[src/rtl/descrambler_block_lock_if.sv]
// rtl/descrambler_block_lock_if.sv - block stream and status bundle for descrambler_block_lock
// Signals:
//   rx_valid, rx_block[65:0]         aligned block from the gearbox ([65:64] sync header)
//   slip                             one-cycle alignment shift request to the gearbox
//   block_lock                       block lock status
//   data_valid, data_descrambled, sync_hdr   registered descrambled block
//   err_cnt_clr, hdr_err_cnt         invalid-header counter, present only with SH_ERR_CNT_EN
// master = block source / status sink, slave = descrambler.
interface descrambler_block_lock_if;
    logic        rx_valid;
    logic [65:0] rx_block;
    logic        slip;
    logic        block_lock;
    logic        data_valid;
    logic [63:0] data_descrambled;
    logic [1:0]  sync_hdr;
`ifdef SH_ERR_CNT_EN
    logic        err_cnt_clr;
    logic [15:0] hdr_err_cnt;

    modport master (
        output rx_valid, rx_block, err_cnt_clr,
        input  slip, block_lock, data_valid, data_descrambled, sync_hdr, hdr_err_cnt
    );
    modport slave (
        input  rx_valid, rx_block, err_cnt_clr,
        output slip, block_lock, data_valid, data_descrambled, sync_hdr, hdr_err_cnt
    );
`else
    modport master (
        output rx_valid, rx_block,
        input  slip, block_lock, data_valid, data_descrambled, sync_hdr
    );
    modport slave (
        input  rx_valid, rx_block,
        output slip, block_lock, data_valid, data_descrambled, sync_hdr
    );
`endif
endinterface

[src/rtl/descrambler_block_lock.sv]
// rtl/descrambler_block_lock.sv - 64b/66b block lock FSM and x^58+x^39+1 self-synchronous descrambler
// Purpose: acquires block lock on the 2-bit sync header, requests gearbox slips while
//          unlocked, and descrambles the 64-bit payload with one cycle of latency.
// Ports:   CLK    clock, posedge
//          reset  asynchronous, active high
//          bus    descrambler_block_lock_if.slave (rx block in, slip/lock/descrambled block out)
// Config:  define SH_ERR_CNT_EN to add the saturating invalid-header counter
//          (bus.err_cnt_clr / bus.hdr_err_cnt).
module descrambler_block_lock #(
    parameter int LOCK_CNT  = 64,
    parameter int INVLD_MAX = 16,
    parameter int SLIP_WAIT = 2
) (
    input logic                     CLK,
    input logic                     reset,
    descrambler_block_lock_if.slave bus
);
    localparam int SH_W = $clog2(LOCK_CNT + 1);
    localparam int IV_W = $clog2(INVLD_MAX + 1);
    localparam int WT_W = (SLIP_WAIT > 0) ? $clog2(SLIP_WAIT + 1) : 1;
    localparam logic [SH_W-1:0] SH_LAST = SH_W'(LOCK_CNT);
    localparam logic [IV_W-1:0] IV_LAST = IV_W'(INVLD_MAX);
    localparam logic [WT_W-1:0] WT_LAST = WT_W'(SLIP_WAIT);

    typedef enum logic [1:0] {LOCK_INIT, TEST_SH, SLIP, GOOD} state_t;

    state_t          state_q, state_d;
    logic [SH_W-1:0] sh_cnt_q, sh_cnt_d, sh_inc;
    logic [IV_W-1:0] invld_cnt_q, invld_cnt_d, invld_inc;
    logic [WT_W-1:0] wait_cnt_q, wait_cnt_d, wait_inc;
    logic            block_lock_q, block_lock_d;
    logic            slip_q, slip_d;
    logic [57:0]     prev_q, prev_d;
    logic            data_valid_q, data_valid_d;
    logic [63:0]     data_q, data_d;
    logic [1:0]      hdr_q, hdr_d;
    logic [63:0]     desc;
    logic [121:0]    hist;
    logic            hdr_ok;

    // 01 and 10 are the only legal sync headers
    assign hdr_ok = bus.rx_block[65] ^ bus.rx_block[64];

    // hist[58+i] is current bit i, hist[j<58] the previous block's last 58 bits,
    // so each output bit taps the received stream 39 and 58 bits back.
    always_comb begin
        hist = {bus.rx_block[63:0], prev_q};
        desc = '0;
        for (int i = 0; i < 64; i++) begin
            desc[i] = hist[i+58] ^ hist[i+19] ^ hist[i];
        end
    end

    always_comb begin
        state_d      = state_q;
        sh_cnt_d     = sh_cnt_q;
        invld_cnt_d  = invld_cnt_q;
        wait_cnt_d   = wait_cnt_q;
        block_lock_d = block_lock_q;
        slip_d       = 1'b0;
        sh_inc       = sh_cnt_q + SH_W'(1);
        invld_inc    = invld_cnt_q + IV_W'(1);
        wait_inc     = wait_cnt_q + WT_W'(1);
        case (state_q)
            LOCK_INIT: begin
                sh_cnt_d     = '0;
                invld_cnt_d  = '0;
                wait_cnt_d   = '0;
                block_lock_d = 1'b0;
                state_d      = TEST_SH;
            end
            TEST_SH: begin
                if (bus.rx_valid) begin
                    if (!hdr_ok) begin
                        state_d     = SLIP;
                        slip_d      = 1'b1;
                        sh_cnt_d    = '0;
                        invld_cnt_d = '0;
                        wait_cnt_d  = '0;
                    end else if (sh_inc == SH_LAST) begin
                        state_d      = GOOD;
                        block_lock_d = 1'b1;
                        sh_cnt_d     = '0;
                        invld_cnt_d  = '0;
                    end else begin
                        sh_cnt_d = sh_inc;
                    end
                end
            end
            SLIP: begin
                // words arriving while the gearbox realigns are dropped uncounted
                if (SLIP_WAIT == 0) begin
                    state_d = TEST_SH;
                end else if (bus.rx_valid) begin
                    if (wait_inc == WT_LAST) begin
                        state_d    = TEST_SH;
                        wait_cnt_d = '0;
                    end else begin
                        wait_cnt_d = wait_inc;
                    end
                end
            end
            GOOD: begin
                if (bus.rx_valid) begin
                    // loss of lock takes priority over a window wrap on the same word
                    if (!hdr_ok && invld_inc == IV_LAST) begin
                        state_d      = SLIP;
                        slip_d       = 1'b1;
                        block_lock_d = 1'b0;
                        sh_cnt_d     = '0;
                        invld_cnt_d  = '0;
                        wait_cnt_d   = '0;
                    end else if (sh_inc == SH_LAST) begin
                        sh_cnt_d    = '0;
                        invld_cnt_d = '0;
                    end else begin
                        sh_cnt_d = sh_inc;
                        if (!hdr_ok) invld_cnt_d = invld_inc;
                    end
                end
            end
            default: state_d = LOCK_INIT;
        endcase
    end

    always_comb begin
        prev_d       = bus.rx_valid ? bus.rx_block[63:6] : prev_q;
        data_valid_d = bus.rx_valid & block_lock_q;
        data_d       = data_valid_d ? desc : data_q;
        hdr_d        = data_valid_d ? bus.rx_block[65:64] : hdr_q;
    end

    always_ff @(posedge CLK or posedge reset) begin
        if (reset) begin
            state_q      <= LOCK_INIT;
            sh_cnt_q     <= '0;
            invld_cnt_q  <= '0;
            wait_cnt_q   <= '0;
            block_lock_q <= 1'b0;
            slip_q       <= 1'b0;
            prev_q       <= '0;
            data_valid_q <= 1'b0;
            data_q       <= '0;
            hdr_q        <= '0;
        end else begin
            state_q      <= state_d;
            sh_cnt_q     <= sh_cnt_d;
            invld_cnt_q  <= invld_cnt_d;
            wait_cnt_q   <= wait_cnt_d;
            block_lock_q <= block_lock_d;
            slip_q       <= slip_d;
            prev_q       <= prev_d;
            data_valid_q <= data_valid_d;
            data_q       <= data_d;
            hdr_q        <= hdr_d;
        end
    end

    assign bus.slip             = slip_q;
    assign bus.block_lock       = block_lock_q;
    assign bus.data_valid       = data_valid_q;
    assign bus.data_descrambled = data_q;
    assign bus.sync_hdr         = hdr_q;

`ifdef SH_ERR_CNT_EN
    logic [15:0] hdr_err_cnt_q, hdr_err_cnt_d;
    logic        hdr_err;

    assign hdr_err = bus.rx_valid & ~hdr_ok;

    // a clear coinciding with an error leaves that error counted
    always_comb begin
        hdr_err_cnt_d = hdr_err_cnt_q;
        if (bus.err_cnt_clr) begin
            hdr_err_cnt_d = {15'd0, hdr_err};
        end else if (hdr_err && hdr_err_cnt_q != 16'hFFFF) begin
            hdr_err_cnt_d = hdr_err_cnt_q + 16'd1;
        end
    end

    always_ff @(posedge CLK or posedge reset) begin
        if (reset) hdr_err_cnt_q <= '0;
        else       hdr_err_cnt_q <= hdr_err_cnt_d;
    end

    assign bus.hdr_err_cnt = hdr_err_cnt_q;
`endif
endmodule
[src/flat_wrapper.sv]
// flat-port wrapper written by rule: the top's interface ports become plain ports
module descrambler_block_lock_flat 
#(
    parameter int LOCK_CNT  = 64,
    parameter int INVLD_MAX = 16,
    parameter int SLIP_WAIT = 2
)
  (CLK, reset, bus_rx_valid, bus_rx_block, bus_slip, bus_block_lock, bus_data_valid, bus_data_descrambled, bus_sync_hdr);
  descrambler_block_lock_if bus_i ();
  input logic CLK;
  input logic reset;
  input wire logic [$bits(bus_i.rx_valid)-1:0] bus_rx_valid;
  input wire logic [$bits(bus_i.rx_block)-1:0] bus_rx_block;
  output wire logic [$bits(bus_i.slip)-1:0] bus_slip;
  output wire logic [$bits(bus_i.block_lock)-1:0] bus_block_lock;
  output wire logic [$bits(bus_i.data_valid)-1:0] bus_data_valid;
  output wire logic [$bits(bus_i.data_descrambled)-1:0] bus_data_descrambled;
  output wire logic [$bits(bus_i.sync_hdr)-1:0] bus_sync_hdr;
  assign bus_i.rx_valid = bus_rx_valid;
  assign bus_i.rx_block = bus_rx_block;
  assign bus_slip = bus_i.slip;
  assign bus_block_lock = bus_i.block_lock;
  assign bus_data_valid = bus_i.data_valid;
  assign bus_data_descrambled = bus_i.data_descrambled;
  assign bus_sync_hdr = bus_i.sync_hdr;
  descrambler_block_lock #(.LOCK_CNT(LOCK_CNT), .INVLD_MAX(INVLD_MAX), .SLIP_WAIT(SLIP_WAIT)) u_core (.CLK(CLK), .reset(reset), .bus(bus_i));
endmodule
[config.mk]
export PLATFORM = sky130hd
export DESIGN_NAME = descrambler_block_lock_flat
export DESIGN_NICKNAME = d
export VERILOG_FILES = /design/src/rtl/descrambler_block_lock_if.sv /design/src/rtl/descrambler_block_lock.sv /design/src/flat_wrapper.sv
export SDC_FILE = /design/constraint.sdc
export NUM_CORES = 1
export LEC_CHECK = 0
export CELL_PAD_IN_SITES_DETAIL_PLACEMENT = 0
export CELL_PAD_IN_SITES_GLOBAL_PLACEMENT = 1
export CORE_ASPECT_RATIO = 0.6
export CORE_UTILIZATION = 35
export DETAILED_ROUTE_END_ITERATION = 8
export MAX_ROUTING_LAYER = met4
export PLACE_DENSITY = 0.81
export SLEW_MARGIN = 20
export SYNTH_ARGS = -nofsm -noshare
export SYNTH_HDL_FRONTEND = slang
export SYNTH_SLANG_ARGS = --single-unit
[constraint.sdc]
create_clock -name CLK -period 7.6 [get_ports CLK]
set_clock_uncertainty 0.2 [all_clocks]
set_input_delay 1.9 -clock CLK [delete_from_list [all_inputs] [get_ports CLK]]
set_output_delay 1.9 -clock CLK [all_outputs]
set_load 0.01 [all_outputs]
==> summary.txt, run 1 <==
Worst setup path
  • Worst Path Arrival: 3.91 ns
  • Crit Path Category: primary input to register
  • Critical-path maximum fanout: 68
  • R2r setup slk: 5.19 ns
  • Worst setup SP type: primary input
  • Critical Path RT: 7.71 ns
  • Setup crit end kind: register

Job
  • Max-Cap Viols: 0

CTS
  • CTS H-tree depth: 4
  • Clock tree buffer depth: 2
  • Worst-Skew Late Latency: 0.41 ns
  • Clk slew on worst S/H paths: 0.06 ns
  • Clock Sink Count: 143
  • Post-cts sizing count: 0
  • CTS Hold Bufs: 0
  • Num CTS Buffers: 17
  • Root Buffer: clkbuf_16
  • # Post-CTS Setup Buffers: 0
  • CTS tree: built

Die
  • Initial Util: 36.5%
  • Die X: 181 um
  • Die Ht: 109 um
  • Die area: 19,800 sq um
  • Placeable Area: 18,400 sq um
  • Site Rows: 38
  • Ports: 138

Synth
  • Sequential fraction of the synthesis area: 53.1%
  • Synth Instances: 596
  • Async S/R FF share, synth: 100%
  • Post-synth EDFFs: 0
  • Number of distinct library cells after synthesis: 40
  • Top_reg_cell synth: dfrtp_1
  • Synth warnings: 0
  • Syn_area_per_cell: 11.3 sq um
  • Mapped Nets: 669
  • Post-synth design cell area: 6730 sq um
  • Seq cells post-synth: 143

Placement
  • Placed insts: 950
  • RD Place Congestion: 0.819
  • Port bufs: 137
  • HPWL Detailed: 10,900 um

Layout
  • Most frequent cells in the layout: 143 x dfrtp_1, 136 x clkdlybuf4s50_1, 82 x nand2_1, 76 x o21ai_0, 67 x xnor2_1
  • Share of layout cells above drive strength 1: 14.0%
  • Synth-to-Final Area Change: 32.2%
  • Filler cells: 1,662
  • Final #Nets: 802
  • Diode count: 0
  • Layout Cells excl Fill: 982
  • Most common cell after layout, fill and taps aside: dfrtp_1

Global routing
  • First-pass GRT wire length: 25,200 um
  • Vias in the first global route: 4,696
  • Largest net degree at the start of global routing: 131
  • Tot GR Track Use: 16.8%
  • Overflow after GRT: 0
  • Initial antenna violation count: 0

STA
  • Fin crit period: 3.80 ns
  • Fin. Hold Viols: 0
  • RSZ-0062 raised after global routing: no
  • Worst Tran Pin Value: 0.907 ns
  • Max_slew headroom: 39.5%
  • Total negative slack: 0 ns
  • Setup-failing EPs final: 0
  • Tcrit/Tclk final: 50.0%
  • Final slew viol count: 0
  • Fmax: 0.263 GHz

Status
  • Run status: complete, no violations

Detailed routing
  • Routed via count: 4,703
  • Avg WL per Cell: 15.6 um
  • Vias per cell: 4.79
  • DR iter-0 viols: 268
  • DR DRC count: 0
  • Final WL: 15,300 um
  • Final ANT Viol Nets: 0
  • Pre-antenna DRT Iters: 4

Power
  • Power Dens Cells: 311 nW/um^2
  • Leakage power: 3.70 nW
  • Peak VDD IR: 0.159 mV

Worst hold path
  • Path category of the worst min-delay check: register to register
## flip-flops by register name, summed over array words and instances, names as in the netlist
register,count
u_core.bus.block_lock,1
u_core.bus.data_descrambled,64
u_core.bus.data_valid,1
u_core.bus.slip,1
u_core.bus.sync_hdr,2
u_core.invld_cnt_q,5
u_core.prev_q,58
u_core.sh_cnt_q,7
u_core.state_q,2
u_core.wait_cnt_q,2
## critical path, stage by stage
cell      delay, ns
buf_2          0.08
buf_4          0.68
nand2_1        0.22
o311ai_2       0.65
nand4_1        0.15
o21ai_0        0.21
## per-stage QoR
step | power (W) | cell area, sq um | util (%) | hold WS [ns] | setup slack, ns
CTS | 0.00280 | 8890 | 48.2 | 0.286 | 3.51
finish | 0.00277 | 8900 | 48.3 | 0.283 | 3.80
global route | 0.00295 | 8900 | 48.3 | 0.298 | 3.65
global placement | 0.00196 | 8320 | 45.1 | 0.268 | 3.13
floorplan | 0.00156 | 6730 | - | 0.273 | 1.66
detailed placement | 0.00199 | 8320 | 45.1 | 0.272 | 3.05
## routing by layer
metal	vias up	global-route usage [%]	part of all wire, %
li1	2275	-	-
met1	2301	25.0	54
met2	123	22.8	41
met3	4	4.27	5.2
met4	0	3.45	0.38
met5	-	-	0
## final cells by class
type	instances	area (sq um)	area share, %
Sequential cell	143	3580	40.2
Multi-Input combinational cell	422	3040	34.2
Timing Repair Buffer	139	1380	15.5
Clock buffer	19	443	4.97
Tap cell	240	300	3.37
Clock inverter	13	129	1.45
Inverter	6	27.5	0.309
## path summary, 6_finish.rpt
kind                                                       from                         endpoint  depth (start not counted)
worst max-delay path                               bus_rx_valid               u_core.sh_cnt_q[4]                          6
min in group asynchronous                                 reset  u_core.bus.data_descrambled[14]                          2
worst min-delay path            u_core.bus.data_descrambled[30]  u_core.bus.data_descrambled[30]                          2
max in group asynchronous                                 reset            u_core.invld_cnt_q[0]                          3
worst max register to register               u_core.sh_cnt_q[0]            u_core.invld_cnt_q[0]                          6
worst min register to register  u_core.bus.data_descrambled[30]  u_core.bus.data_descrambled[30]                          2
## cell usage after synthesis, types with 3 or more instances
master | number | area [sq um]
and2_1 | 3 | 18.8
o21ai_0 | 76 | 380
clkbuf_1 | 21 | 78.8
a22o_1 | 3 | 26.3
nand2_1 | 83 | 312
nand3_1 | 5 | 25.0
inv_1 | 6 | 22.5
dfrtp_1 | 143 | 3580
xnor2_1 | 67 | 587
nor3_1 | 3 | 15.0
nor2_1 | 12 | 45.0
ha_1 | 4 | 50.1
a21oi_1 | 11 | 55.1
mux2_2 | 61 | 687
xor2_1 | 65 | 569
## power by group
part	total [W]	leakage [nW]	internal [W]	switching [W]
registers	0.00113	1.80	0.000958	0.000170
logic	0.000846	1.63	0.000469	0.000377
clock network	0.000799	0.275	0.000465	0.000334
total	0.00277	3.70	0.00189	0.000880
## cells by family after synthesis
logic type | share of synthesized area [%]
multiplexers | 10.5
flip-flops | 53.1
buffers and inverters | 1.88
adder cells (fa/ha/maj) | 0.743
AO/OA/AOI/OAI | 8.92
XOR/XNOR | 17.2
AND/OR/NAND/NOR | 7.64
No activity file was read; power rests on OpenSTA's default activity.
==> run 2, diff against run 1 <==
--- a/config.mk
+++ b/config.mk
@@ -11,7 +11,7 @@
 export CORE_UTILIZATION = 35
 export DETAILED_ROUTE_END_ITERATION = 8
 export MAX_ROUTING_LAYER = met4
-export PLACE_DENSITY = 0.81
+export PLACE_DENSITY = 0.84
 export SLEW_MARGIN = 20
 export SYNTH_ARGS = -nofsm -noshare
 export SYNTH_HDL_FRONTEND = slang
==> constraint.sdc (replaced) <==
create_clock -name CLK -period 3.15 [get_ports CLK]
set_clock_uncertainty 0.2 [all_clocks]
set_input_delay 0.7875 -clock CLK [delete_from_list [all_inputs] [get_ports CLK]]
set_output_delay 0.7875 -clock CLK [all_outputs]
set_load 0.01 [all_outputs]
==> run 2 against run 1 <==
  * Sequential power rose by 140%
  * Power up 150%
  * Sequential share of layout area is 0.41 points lower
  * Worst setup slack worse by 3.1 ns
  * Via count fell by 0.98%
  * Critical path depth is 1 higher
  * Cell count is 0.41% higher
  * Design area rose by 1.0%
  * Routed wire length rose by 3.0%
  * Non-clock buffer count grew 4
  * Critical endpoint is now u_core.invld_cnt_q[0]
  * Highest routed layer unchanged
==> summary.txt, run 2 (same netlist as run 1, synthesis figures left out) <==
Status
  • Run status: complete, no violations (unchanged)

Layout
  • Finished Core Util: 48.8% (was 48.3%)
  • Synth-to-Final Area Change: 33.6% (was 32.2%)
  • Fin area: 8990 sq um (was 8900 sq um)
  • Max FFs per register: 64 (unchanged)
  • Filler cells: 1,658 (was 1,662)
  • Diode count: 0 (unchanged)
  • Share of layout cells above drive strength 1: 14.3% (was 14.0%)
  • Most common cell after layout, fill and taps aside: dfrtp_1 (unchanged)
  • Most frequent cells in the layout: 143 x dfrtp_1, 136 x clkdlybuf4s50_1, 82 x nand2_1, 76 x o21ai_0, 67 x xnor2_1 (unchanged)
  • Final #Nets: 806 (was 802)

STA
  • Final slew viol count: 0 (unchanged)
  • Worst Tran Pin Value: 0.886 ns (was 0.907 ns)
  • Fin crit period: 2.46 ns
  • Fin. Hold Viols: 0 (unchanged)
  • Tcrit/Tclk final: 78.1%
  • RSZ-0062 raised after global routing: no (unchanged)
  • Total negative slack: 0 ns (unchanged)
  • Max_slew headroom: 39.2% (was 39.5%)
  • Setup-failing EPs final: 0 (unchanged)
  • Fmax: 0.407 GHz

Power
  • Clock share of power: 30.3% (was 28.8%)
  • P_int: 0.00473 W (was 0.00189 W)
  • Leakage power: 3.75 nW (was 3.70 nW)
  • Logic pwr share: 30.2% (was 30.5%)
  • Switch share: 31.0% (was 31.7%)
  • Power Dens Cells: 762 nW/um^2 (was 311 nW/um^2)
  • Overall power: 0.00685 W (was 0.00277 W)
  • Register share of total power: 39.5% (was 40.7%)
  • Switching Power: 0.00213 W (was 0.000880 W)
  • Peak VDD IR: 0.329 mV (was 0.159 mV)

Global routing
  • Routing usage on met3: 5.86% (was 4.27%)
  • Overflow after GRT: 0 (unchanged)
  • Largest net degree at the start of global routing: 89 (was 131)
  • First-pass GRT wire length: 25,600 um (was 25,200 um)
  • Met2 usage: 22.1% (was 22.8%)
  • Tot GR Track Use: 17.5% (was 16.8%)
  • Initial antenna violation count: 0 (unchanged)
  • Vias in the first global route: 4,549 (was 4,696)
  • Most used routing layer: met1 (unchanged)
  • Global routing usage on met1: 25.7% (was 25.0%)

Die
  • Die Ht: 109 um (unchanged)
  • Die area: 19,800 sq um (unchanged)
  • Die X: 181 um (unchanged)
  • Initial Util: 36.5% (unchanged)
  • Ports: 138 (unchanged)
  • Site Rows: 38 (unchanged)
  • Placeable Area: 18,400 sq um (unchanged)

CTS
  • Root Buffer: clkbuf_16 (unchanged)
  • Clk slew on worst S/H paths: 0.06 ns (about the same)
  • # Post-CTS Setup Buffers: 0 (unchanged)
  • Worst-Skew Late Latency: 0.42 ns (was 0.41 ns)
  • CTS H-tree depth: 4 (unchanged)
  • Clock Sink Count: 143 (unchanged)
  • CTS tree: built (unchanged)
  • Clock tree buffer depth: 2 (unchanged)
  • Post-cts sizing count: 0 (unchanged)
  • CTS Hold Bufs: 0 (unchanged)
  • Num CTS Buffers: 17 (unchanged)

Detailed routing
  • Pre-antenna DRT Iters: 4 (unchanged)
  • Routed via count: 4,657 (was 4,703)
  • Final WL: 15,800 um (was 15,300 um)
  • DR iter-0 viols: 338 (was 268)
  • Vias per cell: 4.72 (was 4.79)
  • Final ANT Viol Nets: 0 (unchanged)
  • DR DRC count: 0 (unchanged)
  • Avg WL per Cell: 16.0 um (was 15.6 um)

Worst setup path
  • Critical Path RT: 3.24 ns (was 7.71 ns)
  • Critical-path maximum fanout: 5 (was 68)
  • Worst setup SP type: primary input (unchanged)
  • Crit Path Category: primary input to register (unchanged)
  • Worst Path Arrival: 2.55 ns (was 3.91 ns)
  • Setup crit end kind: register (unchanged)

Placement
  • HPWL Detailed: 11,400 um (was 10,900 um)
  • Port bufs: 137 (unchanged)
  • RD Place Congestion: 0.895 (was 0.819)
  • DP Area: 8390 sq um (was 8320 sq um)

Worst hold path
  • Path category of the worst min-delay check: register to register (unchanged)

Job
  • Max-Cap Viols: 0 (unchanged)
==> run 2: cell count changes in the layout (fill, tap and decap cells not counted), sizes merged <==
cell	before	now
inv	10	8
bufinv	1	3
buf	3	7
clkinv	6	4
clkinvlp	2	3
clkbuf	19	20
==> run 2: layer usage <==
layer	wire, um	part of all wire (%)
met5	0	0
met4	82	0.52
met3	1280	8.1
met2	6030	38
met1	8370	53
==> run 2: critical path, stage by stage <==
cell	delay, ns
clkdlybuf4s50_1	0.47
xnor2_1	0.39
nand4b_1	0.14
o221a_1	0.27
nand2_1	0.13
nor2_1	0.08
mux2_2	0.27
==> run 2: power by group through the flow <==
stage	sequential [W]	clock [W]	combinational (W)
2_1_floorplan	0.00278	0	0.000984
3_3_place_gp	0.00273	0	0.00206
3_5_place_dp	0.00273	0	0.00208
4_1_cts	0.00271	0.00213	0.00209
5_1_grt	0.00279	0.00222	0.00229
6_report	0.00271	0.00207	0.00207
==> run 2: path summary, 6_finish.rpt <==
path                       depth (start not counted)                               to  slack [ns]                      startpoint
max in group asynchronous                          3   u_core.bus.data_descrambled[6]        1.64                           reset
setup reg to reg                                   6            u_core.invld_cnt_q[0]        0.70              u_core.sh_cnt_q[0]
hold / removal                                     2   u_core.bus.data_descrambled[6]        0.28  u_core.bus.data_descrambled[6]
hold reg to reg                                    2   u_core.bus.data_descrambled[6]        0.28  u_core.bus.data_descrambled[6]
setup / recovery                                   7            u_core.invld_cnt_q[0]        0.69                bus_rx_block[64]
min in group asynchronous                          3  u_core.bus.data_descrambled[28]        0.65                           reset
==> run 2: stage by stage <==
step	hold slack, ns	std cells	setup WS (ns)
3_5_place_dp	0.269	954	0.301
3_3_place_gp	0.261	954	0.389
4_1_cts	0.282	986	0.735
5_1_grt	0.307	986	0.559
2_1_floorplan	0.273	596	0.371
6_report	0.275	986	0.691
==> run 2: final cells by class <==
| type | instances | area, sq um | share of cell area, % |
|---|---|---|---|
| clock buffer | 20 | 447 | 4.97 |
| clock inverter | 12 | 159 | 1.77 |
| inverter | 6 | 26.3 | 0.292 |
| multi-input combinational | 422 | 3040 | 33.7 |
| sequential | 143 | 3580 | 39.8 |
| tap | 240 | 300 | 3.34 |
| timing repair buffer | 143 | 1450 | 16.1 |
